## src/rtl/clk_div_pkg.sv

```systemverilog
// Shared constants, channel state encoding and helpers for the clock divider bank.
package clk_div_pkg;
  localparam int C_CH_NUM   = 4;
  localparam int C_CNT_W    = 16;
  localparam int C_DIV_INIT = 2;

  typedef enum logic {
    ST_IDLE = 1'b0,
    ST_RUN  = 1'b1
  } ch_state_e;

  // Channel-select width; a single-channel bank still carries a 1-bit select.
  function automatic int f_ch_w(input int ch_num);
    return (ch_num > 1) ? $clog2(ch_num) : 1;
  endfunction

  // High time of one period, ceil(div/2): odd ratios get the extra high cycle.
  function automatic logic [31:0] f_hi_cnt(input logic [31:0] div);
    return div - (div >> 1);
  endfunction
endpackage

```

## src/rtl/clk_div_bank_if.sv

```systemverilog
// Divisor write port of the clock divider bank: valid/ready handshake plus
// target channel and new divisor.
interface clk_div_bank_if
  import clk_div_pkg::*;
#(
  parameter int P_CH_NUM = C_CH_NUM,
  parameter int P_CNT_W  = C_CNT_W
);
  localparam int CH_W = f_ch_w(P_CH_NUM);

  logic               i_cfg_valid;
  logic [CH_W-1:0]    i_cfg_ch;
  logic [P_CNT_W-1:0] i_cfg_div;
  logic               o_cfg_ready;

  modport master (output i_cfg_valid, i_cfg_ch, i_cfg_div, input o_cfg_ready);
  modport slave  (input i_cfg_valid, i_cfg_ch, i_cfg_div, output o_cfg_ready);
endinterface

```

## src/rtl/clk_div_ch.sv

```systemverilog
// One divider channel: period counter, IDLE/RUN state and pending divisor.
// The o_rise_stb port exists only when CLK_DIV_STB_EN is defined.
//
// state   | meaning
// ST_IDLE | stopped, output 0, a pending divisor is applied at once
// ST_RUN  | counting 0..div-1, output high while cnt < ceil(div/2)
module clk_div_ch
  import clk_div_pkg::*;
#(
  parameter int P_CNT_W    = C_CNT_W,
  parameter int P_DIV_INIT = C_DIV_INIT
) (
  input  logic               i_clk,
  input  logic               i_rst,
  input  logic               i_en,
  input  logic               i_wr,
  input  logic [P_CNT_W-1:0] i_wr_div,
  output logic               o_pend_vld,
  output logic               o_clk
`ifdef CLK_DIV_STB_EN
  ,
  output logic               o_rise_stb
`endif
);
  localparam logic [P_CNT_W-1:0] C_DIV_RST = P_CNT_W'(P_DIV_INIT);
  localparam logic [P_CNT_W-1:0] C_DIV_MIN = P_CNT_W'(2);
  localparam logic [P_CNT_W-1:0] C_ONE     = P_CNT_W'(1);

  ch_state_e          r_state;
  ch_state_e          w_state_nxt;
  logic [P_CNT_W-1:0] r_cnt;
  logic [P_CNT_W-1:0] r_div;
  logic [P_CNT_W-1:0] r_pend_div;
  logic               r_pend_vld;
  logic               r_clk;
  logic [P_CNT_W-1:0] w_hi;
  logic [P_CNT_W-1:0] w_div_eff;
  logic               w_wrap;
  logic               w_apply;
  logic               w_cnt_clr;
  logic               w_clk_nxt;
`ifdef CLK_DIV_STB_EN
  logic               r_stb;
  logic               w_stb_nxt;
`endif

  assign w_hi      = P_CNT_W'(f_hi_cnt(32'(r_div)));
  assign w_wrap    = (r_state == ST_RUN) && (r_cnt == r_div - C_ONE);
  // IDLE applies a pending divisor in the same edge, so the start decision uses it.
  assign w_div_eff = r_pend_vld ? r_pend_div : r_div;

  always_ff @(posedge i_clk) begin
    if (i_rst) r_state <= ST_IDLE;
    else       r_state <= w_state_nxt;
  end

  always_comb begin
    w_state_nxt = r_state;
    case (r_state)
      ST_IDLE: if (i_en && (w_div_eff >= C_DIV_MIN)) w_state_nxt = ST_RUN;
      ST_RUN: begin
        if (w_wrap && (!i_en || (r_pend_vld && (r_pend_div < C_DIV_MIN))))
          w_state_nxt = ST_IDLE;
      end
      default: w_state_nxt = ST_IDLE;
    endcase
  end

  always_comb begin
    w_clk_nxt = 1'b0;
    w_apply   = r_pend_vld;
    w_cnt_clr = 1'b1;
`ifdef CLK_DIV_STB_EN
    w_stb_nxt = 1'b0;
`endif
    if (r_state == ST_RUN) begin
      w_clk_nxt = (r_cnt < w_hi);
      w_apply   = r_pend_vld && w_wrap;
      w_cnt_clr = w_wrap;
`ifdef CLK_DIV_STB_EN
      w_stb_nxt = (r_cnt == '0);
`endif
    end
  end

  always_ff @(posedge i_clk) begin
    if (i_rst) begin
      r_cnt      <= '0;
      r_div      <= C_DIV_RST;
      r_pend_div <= C_DIV_RST;
      r_pend_vld <= 1'b0;
      r_clk      <= 1'b0;
    end else begin
      r_cnt <= w_cnt_clr ? '0 : r_cnt + C_ONE;
      r_clk <= w_clk_nxt;
      if (w_apply) r_div <= r_pend_div;
      // A write is only accepted while nothing is pending, so it never meets w_apply.
      if (i_wr) begin
        r_pend_div <= i_wr_div;
        r_pend_vld <= 1'b1;
      end else if (w_apply) begin
        r_pend_vld <= 1'b0;
      end
    end
  end

`ifdef CLK_DIV_STB_EN
  always_ff @(posedge i_clk) begin
    if (i_rst) r_stb <= 1'b0;
    else       r_stb <= w_stb_nxt;
  end

  assign o_rise_stb = r_stb;
`endif

  assign o_clk      = r_clk;
  assign o_pend_vld = r_pend_vld;
endmodule

```

## src/rtl/clk_div_bank.sv

```systemverilog
// Bank of P_CH_NUM programmable clock dividers sharing one divisor write port.
// Define CLK_DIV_STB_EN to add the per-channel rising-edge strobe output.
module clk_div_bank
  import clk_div_pkg::*;
#(
  parameter int P_CH_NUM   = C_CH_NUM,
  parameter int P_CNT_W    = C_CNT_W,
  parameter int P_DIV_INIT = C_DIV_INIT
) (
  input  logic                i_clk,
  input  logic                i_rst,
  input  logic [P_CH_NUM-1:0] i_ch_en,
  clk_div_bank_if.slave       cfg_if,
  output logic [P_CH_NUM-1:0] o_clk_div
`ifdef CLK_DIV_STB_EN
  ,
  output logic [P_CH_NUM-1:0] o_rise_stb
`endif
);
  localparam int CH_W   = f_ch_w(P_CH_NUM);
  localparam int CH_PAD = 1 << CH_W;

  logic [P_CH_NUM-1:0] w_pend_vld;
  logic [CH_PAD-1:0]   w_pend_pad;
  logic                w_ready;
  logic                w_accept;

  // Unpopulated select codes read as never pending: such writes are accepted and dropped.
  assign w_pend_pad         = CH_PAD'(w_pend_vld);
  assign w_ready            = !w_pend_pad[cfg_if.i_cfg_ch];
  assign w_accept           = cfg_if.i_cfg_valid && w_ready;
  assign cfg_if.o_cfg_ready = w_ready;

  for (genvar g = 0; g < P_CH_NUM; g++) begin : g_ch
    clk_div_ch #(
      .P_CNT_W   (P_CNT_W),
      .P_DIV_INIT(P_DIV_INIT)
    ) u_ch (
      .i_clk     (i_clk),
      .i_rst     (i_rst),
      .i_en      (i_ch_en[g]),
      .i_wr      (w_accept && (cfg_if.i_cfg_ch == CH_W'(g))),
      .i_wr_div  (cfg_if.i_cfg_div),
      .o_pend_vld(w_pend_vld[g]),
      .o_clk     (o_clk_div[g])
`ifdef CLK_DIV_STB_EN
      ,
      .o_rise_stb(o_rise_stb[g])
`endif
    );
  end
endmodule

```

## src/flat_wrapper.sv

```systemverilog
// flat-port wrapper written by rule: the top's interface ports become plain ports
module clk_div_bank_flat import clk_div_pkg::*;
#(
  parameter int P_CH_NUM   = C_CH_NUM,
  parameter int P_CNT_W    = C_CNT_W,
  parameter int P_DIV_INIT = C_DIV_INIT
)
  (i_clk, i_rst, i_ch_en, o_clk_div, cfg_if_i_cfg_valid, cfg_if_i_cfg_ch, cfg_if_i_cfg_div, cfg_if_o_cfg_ready);
  clk_div_bank_if #(.P_CH_NUM(P_CH_NUM), .P_CNT_W(P_CNT_W)) cfg_if_i ();
  input  logic i_clk;
  input  logic i_rst;
  input  logic [P_CH_NUM-1:0] i_ch_en;
  output logic [P_CH_NUM-1:0] o_clk_div;
  input wire logic [$bits(cfg_if_i.i_cfg_valid)-1:0] cfg_if_i_cfg_valid;
  input wire logic [$bits(cfg_if_i.i_cfg_ch)-1:0] cfg_if_i_cfg_ch;
  input wire logic [$bits(cfg_if_i.i_cfg_div)-1:0] cfg_if_i_cfg_div;
  output wire logic [$bits(cfg_if_i.o_cfg_ready)-1:0] cfg_if_o_cfg_ready;
  assign cfg_if_i.i_cfg_valid = cfg_if_i_cfg_valid;
  assign cfg_if_i.i_cfg_ch = cfg_if_i_cfg_ch;
  assign cfg_if_i.i_cfg_div = cfg_if_i_cfg_div;
  assign cfg_if_o_cfg_ready = cfg_if_i.o_cfg_ready;
  clk_div_bank #(.P_CH_NUM(P_CH_NUM), .P_CNT_W(P_CNT_W), .P_DIV_INIT(P_DIV_INIT)) u_core (.i_clk(i_clk), .i_rst(i_rst), .i_ch_en(i_ch_en), .cfg_if(cfg_if_i), .o_clk_div(o_clk_div));
endmodule
```

## config.mk

```make
export PLATFORM = sky130hd
export DESIGN_NAME = clk_div_bank_flat
export DESIGN_NICKNAME = d
export VERILOG_FILES = /design/src/rtl/clk_div_pkg.sv /design/src/rtl/clk_div_bank_if.sv /design/src/rtl/clk_div_ch.sv /design/src/rtl/clk_div_bank.sv /design/src/flat_wrapper.sv
export SDC_FILE = /design/constraint.sdc
export NUM_CORES = 1
export LEC_CHECK = 0
export CAP_MARGIN = 20
export CORE_AREA = 2 2 218 220
export CTS_BUF_LIST = sky130_fd_sc_hd__clkbuf_4 sky130_fd_sc_hd__clkbuf_8
export DETAILED_ROUTE_END_ITERATION = 16
export DIE_AREA = 0 0 220 222
export HOLD_SLACK_MARGIN = 0.1
export PLACE_DENSITY = 0.53
export RECOVER_POWER = 100
export SLEW_MARGIN = 25
export SYNTH_ARGS = -nofsm -noshare
export SYNTH_HDL_FRONTEND = slang
export SYNTH_HIERARCHICAL = 1
export SYNTH_SLANG_ARGS = --single-unit
```

## constraint.sdc

```tcl
create_clock -name i_clk -period 6.4 [get_ports i_clk]
set_input_delay 0.96 -clock i_clk [delete_from_list [all_inputs] [get_ports i_clk]]
set_output_delay 0.96 -clock i_clk [all_outputs]
set_load 0.005 [all_outputs]
```

Yosys cells after proc, flatten, opt, wreduce, memory -nomap -nowiden --
Index checks and enable logic that the tools add are counted.
Word-level totals: register bits after elaboration 204, output and inout port bits 5, word-level logic and storage cells 141
Operators by class: add/subtract/negate cells 12, order comparisons 13, equality and inequality tests 7, muxes and demuxes 34, bitwise operators 4, reduce and logical (&&, ||, !) cells 47
Operator list (count):
- $add A16 B1 Y16 const B | 4
- $eq A16 B16 Y1 | 4
- $ge A16 B2 Y1 const B | 4
- $lt A16 B16 Y1 | 4
- $lt A16 B2 Y1 const B | 4
- $mux W16 | 4
- $sub A16 B1 Y16 const B | 4
- $sub A16 B15 Y16 | 4
- $logic_and A1 B1 Y1 | 25
- $mux W1 | 25
- $reduce_or A2 Y1 | 8
- $pmux W1 S2 | 4
- $reduce_bool A2 Y1 | 4
- $logic_not A1 Y1 | 5
- $eq A2 B2 Y1 const B | 2
- $logic_or A1 B1 Y1 | 4
- $not A1 Y1 | 4
- $lt A2 B3 Y1 const B | 1
- $bmux W1 S2 | 1
- $eq A2 B1 Y1 const B | 1
- $logic_not A2 Y1 | 1

Depth between registers and ports, before layout --
word-level depth 7, depth in mapped cells 18, depth with buffers taken out 18

Cells and area by module --
The synthesis kept the hierarchy.
Modules (own cells, without submodules):
- clk_div_ch (u_core.g_ch[0].u_ch ...) | instances 3, cells an instance 463, area an instance 4010.1 µm², sequential area each 1021.0 µm²
- clk_div_ch (u_core.g_ch[1].u_ch) | instances 1, cells an instance 458, area an instance 3985.1 µm², sequential area each 1021.0 µm²
- clk_div_bank | instances 1, cells an instance 7, area an instance 63.8 µm², sequential area each 0.0 µm²

Least setup slack after synthesis --
No wires, ideal clock.
path kind reg2reg, from reg u_core.g_ch[1].u_ch.r_div[1], to reg u_core.g_ch[1].u_ch.r_clk, setup time 70 ps, arrival 3381 ps, data required time 6330 ps, setup slack 2949 ps, stages on the path, launching flop included 17, buffers on the path 0, period minus slack after synthesis 3451 ps, cells stage by stage dfxtp_1 -> ha_1 -> inv_1 -> fa_1 -> nor2b_1 -> o21a_1 -> o21bai_1 -> a21oi_1 -> a221o_1 -> o41a_1 -> or4_1 -> nand4_1 -> ha_1 -> nor2b_1 -> o21ai_0 -> o211ai_1 -> a21oi_1
Between the ends: longest elaborated chain between the ends 2
Ends and longest elaborated chain:
- from (decl) | RTL line clk_div_ch.sv:32 | logic [P_CNT_W-1:0] r_div;
- from (signal assigned) | RTL line clk_div_ch.sv:96 | if (w_apply) r_div <= r_pend_div;
- $sub A16 B15 Y16 | RTL line clk_div_pkg.sv:19 | return div - (div >> 1);
- $lt A16 B16 Y1 | RTL line clk_div_ch.sv:77 | w_clk_nxt = (r_cnt < w_hi);
- to (signal assigned) | RTL line clk_div_ch.sv:95 | r_clk <= w_clk_nxt;
- to (decl) | RTL line clk_div_ch.sv:35 | logic r_clk;
Every way passes these cells. A chain may end at the register's enable or synchronous reset.

Final worst setup path --
from reg u_core.g_ch[3].u_ch.r_div[2], to reg u_core.g_ch[3].u_ch.r_div[3]
Between the ends: longest elaborated chain between the ends 5
Ends and longest elaborated chain:
- from (decl) | RTL line clk_div_ch.sv:32
- from (signal assigned) | RTL line clk_div_ch.sv:96
- $sub A16 B1 Y16 | RTL line clk_div_ch.sv:48 | assign w_wrap = (r_state == ST_RUN) && (r_cnt == r_div - C_ONE);
- $eq A16 B16 Y1 | RTL line clk_div_ch.sv:48
- $logic_and A1 B1 Y1 | RTL line clk_div_ch.sv:48
- $logic_and A1 B1 Y1 | RTL line clk_div_ch.sv:78 | w_apply = r_pend_vld && w_wrap;
- $mux W1 | RTL line clk_div_ch.sv:76 | if (r_state == ST_RUN) begin
Every way passes these cells.

==> impl_results.md <==
- Status: finished, final reports clean
- I/O pins: 30
- Hold Buf Count CTS: 0
- Clk root buf: clkbuf_8
- Primary FF master, synth: dfxtp_1
- Post-Syn Area: 16100 um2
- Post-Syn Area per Cell: 8.67 um2
- Post-cts sizing count: 0
- H-tree levels: 2
- Filler cell count: 4786
- TritonCTS clock tree: built
- RSZ-0062 raised after global routing: false
- Global-route wire length before repair: 63800 um
- Initial antenna violation count: 0
- Total GRT Usage: 15.9%
- Endpoints failing setup: 0
- Min Hold Slack: 0.497 ns
- Drt via density: 4.95
- Final hold vios: 0
- Gr ovfl total: 0
- Latest clock arrival within the worst-skew pair: 0.56 ns
- Hold_sp: u_core/g_ch[2].u_ch/r_pend_div[0]
- Fraction of registers with async set/reset: 0%
- Vert. Die Dim: 222 um
- Worst VDD drop: 0.000148 V
- Max Root-Sink Buffers: 3
- Sink Count: 204
- Max-cap viol count: 0
- Slowest stage delay, CP: 0.89 ns
- Row count: 79
- Power density over the cells: 176 nW/um2
- Layout cell share with drive strength beyond 1: 6.39%
- Vias in the first global route: 12.5k
- Antenna Nets Post-Route: 0
- Router iterations before antenna repair: 5
- 1st-iter DRT viols: 587
- Post-synthesis cell count: 1854
- Critical Path Source Type: flip-flop
- Syn_nets: 2115
- Die Footprint: 48800 um2
- Area of the core: 46300 um2
- Number of flops mapped to enable cells by yosys: 0
- # diodes: 0
- Slew Limit Headroom: 15.5%
- Number of synthesized register bits: 204
- Largest net degree at the start of global routing: 52
- Final worst slack: 2.48 ns
- Number of I/O port buffers: 29
- Slew @ Worst Pin: 1.27 ns
- Chip Width: 220 um
- Min cycle time layout: 3.92 ns
- CP required: 6.84 ns
- LEAKAGE: 7.12 nW
- Reg2reg start: u_core/g_ch[3].u_ch/r_div[2]
- Nets: 2155
- Critical Path End Type: flip-flop
- Number of setup buffers added after CTS: 0
- Total clock buffers created by CTS: 38
- Clk pin slew, worst setup/hold paths: 0.06 ns
- Setup_tns: 0 ns
- Drc violations: 0
- Drt wl/cell: 15.1 um
- Yosys cell types: 73
- Via count: 12.5k
- Dpl ws: 2.58 ns
- WS Path Type: reg2reg
- Fin crit share: 61.3%
- Worst path top cell family by delay: buffers and inverters
- Slowest cell on the critical path: clkbuf_1
- Worst path bufs/invs: 2
- Fin. max-slew vios: 0
- Starting Density: 34.8%
- Critical Path AT: 4.36 ns
- CP max FO: 17
- Clock skew: 0.0106 ns
- Worst path cell trace: inv_1, ha_1, a21boi_0, nor3_1, or3_1, a211oi_1, nand4_1, o41ai_4, clkbuf_1, mux2i_1, nor2_1
- Syn. warnings: 6
- RD Place Congestion: 0.818
- Worst setup startpoint: u_core/g_ch[3].u_ch/r_div[2]
- Worst Hold Class: reg2reg
- Total Wirelength: 38200 um
- Seq/Total Area, Yosys: 25.4%
- Fmax achieved: 0.255 GHz
- Dpl hpwl: 29900 um
- Area grow syn2layout: 10.2%
## flip-flops by register name, indices dropped and copies added (netlist names)
| signal | count |
|---|---|
| u_core/g_ch.u_ch/o_clk | 4 |
| u_core/g_ch.u_ch/o_pend_vld | 4 |
| u_core/g_ch.u_ch/r_cnt | 64 |
| u_core/g_ch.u_ch/r_div | 64 |
| u_core/g_ch.u_ch/r_pend_div | 64 |
| u_core/g_ch.u_ch/r_state | 4 |
## synth_stat cells, types with 5 or more instances
| master | instances | share of area (%) |
|---|---|---|
| a2111oi_0 | 7 | 0.38 |
| a211oi_1 | 15 | 0.70 |
| a21o_1 | 27 | 1.3 |
| a21oi_1 | 58 | 1.8 |
| a221o_1 | 5 | 0.31 |
| a31oi_1 | 12 | 0.47 |
| and2_1 | 5 | 0.19 |
| and3_1 | 30 | 1.2 |
| and3_2 | 6 | 0.28 |
| buf_4 | 9 | 0.42 |
| clkbuf_1 | 21 | 0.49 |
| dfxtp_1 | 204 | 25 |
| ha_1 | 232 | 18 |
| inv_1 | 151 | 3.5 |
| mux2i_1 | 123 | 7.7 |
| nand2_1 | 70 | 1.6 |
| nand2b_1 | 44 | 1.7 |
| nand3_1 | 42 | 1.3 |
| nand4_1 | 20 | 0.78 |
| nor2_1 | 273 | 6.4 |
| nor2b_1 | 30 | 1.2 |
| nor3_1 | 31 | 0.96 |
| nor4_1 | 33 | 1.3 |
| o211ai_1 | 17 | 0.79 |
| o21a_1 | 6 | 0.28 |
| o21ai_0 | 34 | 1.1 |
| o221a_2 | 6 | 0.42 |
| o311ai_0 | 5 | 0.27 |
| o31ai_1 | 11 | 0.51 |
| o41ai_2 | 6 | 0.61 |
| or2b_2 | 6 | 0.33 |
| or3_1 | 10 | 0.39 |
| xnor2_1 | 131 | 7.1 |
| xor2_1 | 82 | 4.5 |
## worst reg2reg max path, delay by kind of cell, from the launching register on
| kind | cells | cell delay [ns] |
|---|---|---|
| adder cells (fa/ha/maj) | 1 | 0.25 |
| flip-flops | 1 | 0.35 |
| buffers and inverters | 2 | 1.12 |
| AND/OR/NAND/NOR | 4 | 0.80 |
| multiplexers | 1 | 0.30 |
| AO/OA/AOI/OAI | 3 | 0.98 |
## placed cells by master (no fill, tap or decap), types with 34 or more instances in the layout
cell      instances
a21oi_1          58
clkbuf_8         51
dfxtp_1         204
ha_1            232
inv_1           151
mux2i_1         123
nand2_1          70
nand2b_1         44
nand3_1          42
nor2_1          273
o21ai_0          34
xnor2_1         131
xor2_1           82
## path summary, 6_finish.rpt
path	endpoint	slack, ns	cells after the start
worst max-delay path	u_core/g_ch[3].u_ch/r_div[3]	2.48	11
worst min-delay path	u_core/g_ch[2].u_ch/r_pend_div[0]	0.50	2
worst min register to register	u_core/g_ch[2].u_ch/r_pend_div[0]	0.50	2
worst max register to register	u_core/g_ch[3].u_ch/r_div[3]	2.48	11
## kinds of logic after synthesis
kind of cell / synth area share [%]
AOI/OAI and AO/OA: 12.4
xor gates and xnor gates: 11.6
adders and majority gates: 18.6
buffers and inverters: 5.11
DFF: 25.4
muxes: 7.87
and+or+nand+nor: 19.1
## routing by layer
metal	vias up	share of wire, %	GRT usage [%]
met5	-	0	0
met4	0	1.5	3.92
met3	37	3.0	2.48
met2	132	45	26.1
met1	5856	50	21.6
li1	6495	-	-
## stage by stage
stage / utilization [%] / power (mW) / std cells / instance area (um2)
after CTS: 38.6 / 3.18 / 2531 / 17800
after floorplan: - / 1.65 / 1854 / 16100
after detailed placement: 36.7 / 1.75 / 2461 / 17000
after global routing: 38.3 / 3.28 / 2531 / 17700
final: 38.3 / 3.12 / 2531 / 17700
after global placement: 36.7 / 1.75 / 2461 / 17000
## report_power, final
group | leakage, nW | internal [mW] | switching, mW
combinational | 5.02 | 0.182 | 0.211
sequential | 1.65 | 1.29 | 0.0282
clock | 0.448 | 0.823 | 0.579
## final cells by class
class	instances	area, um2	share of cell area (%)
timing repair buffer	38	329	1.86
clock inverter	7	67.6	0.381
inverter	151	567	3.20
sequential	204	4080	23.0
multi-input combinational	1461	11100	62.8
clock buffer	63	792	4.47
tap	607	759	4.28
Power figures use the tool's default switching activity.
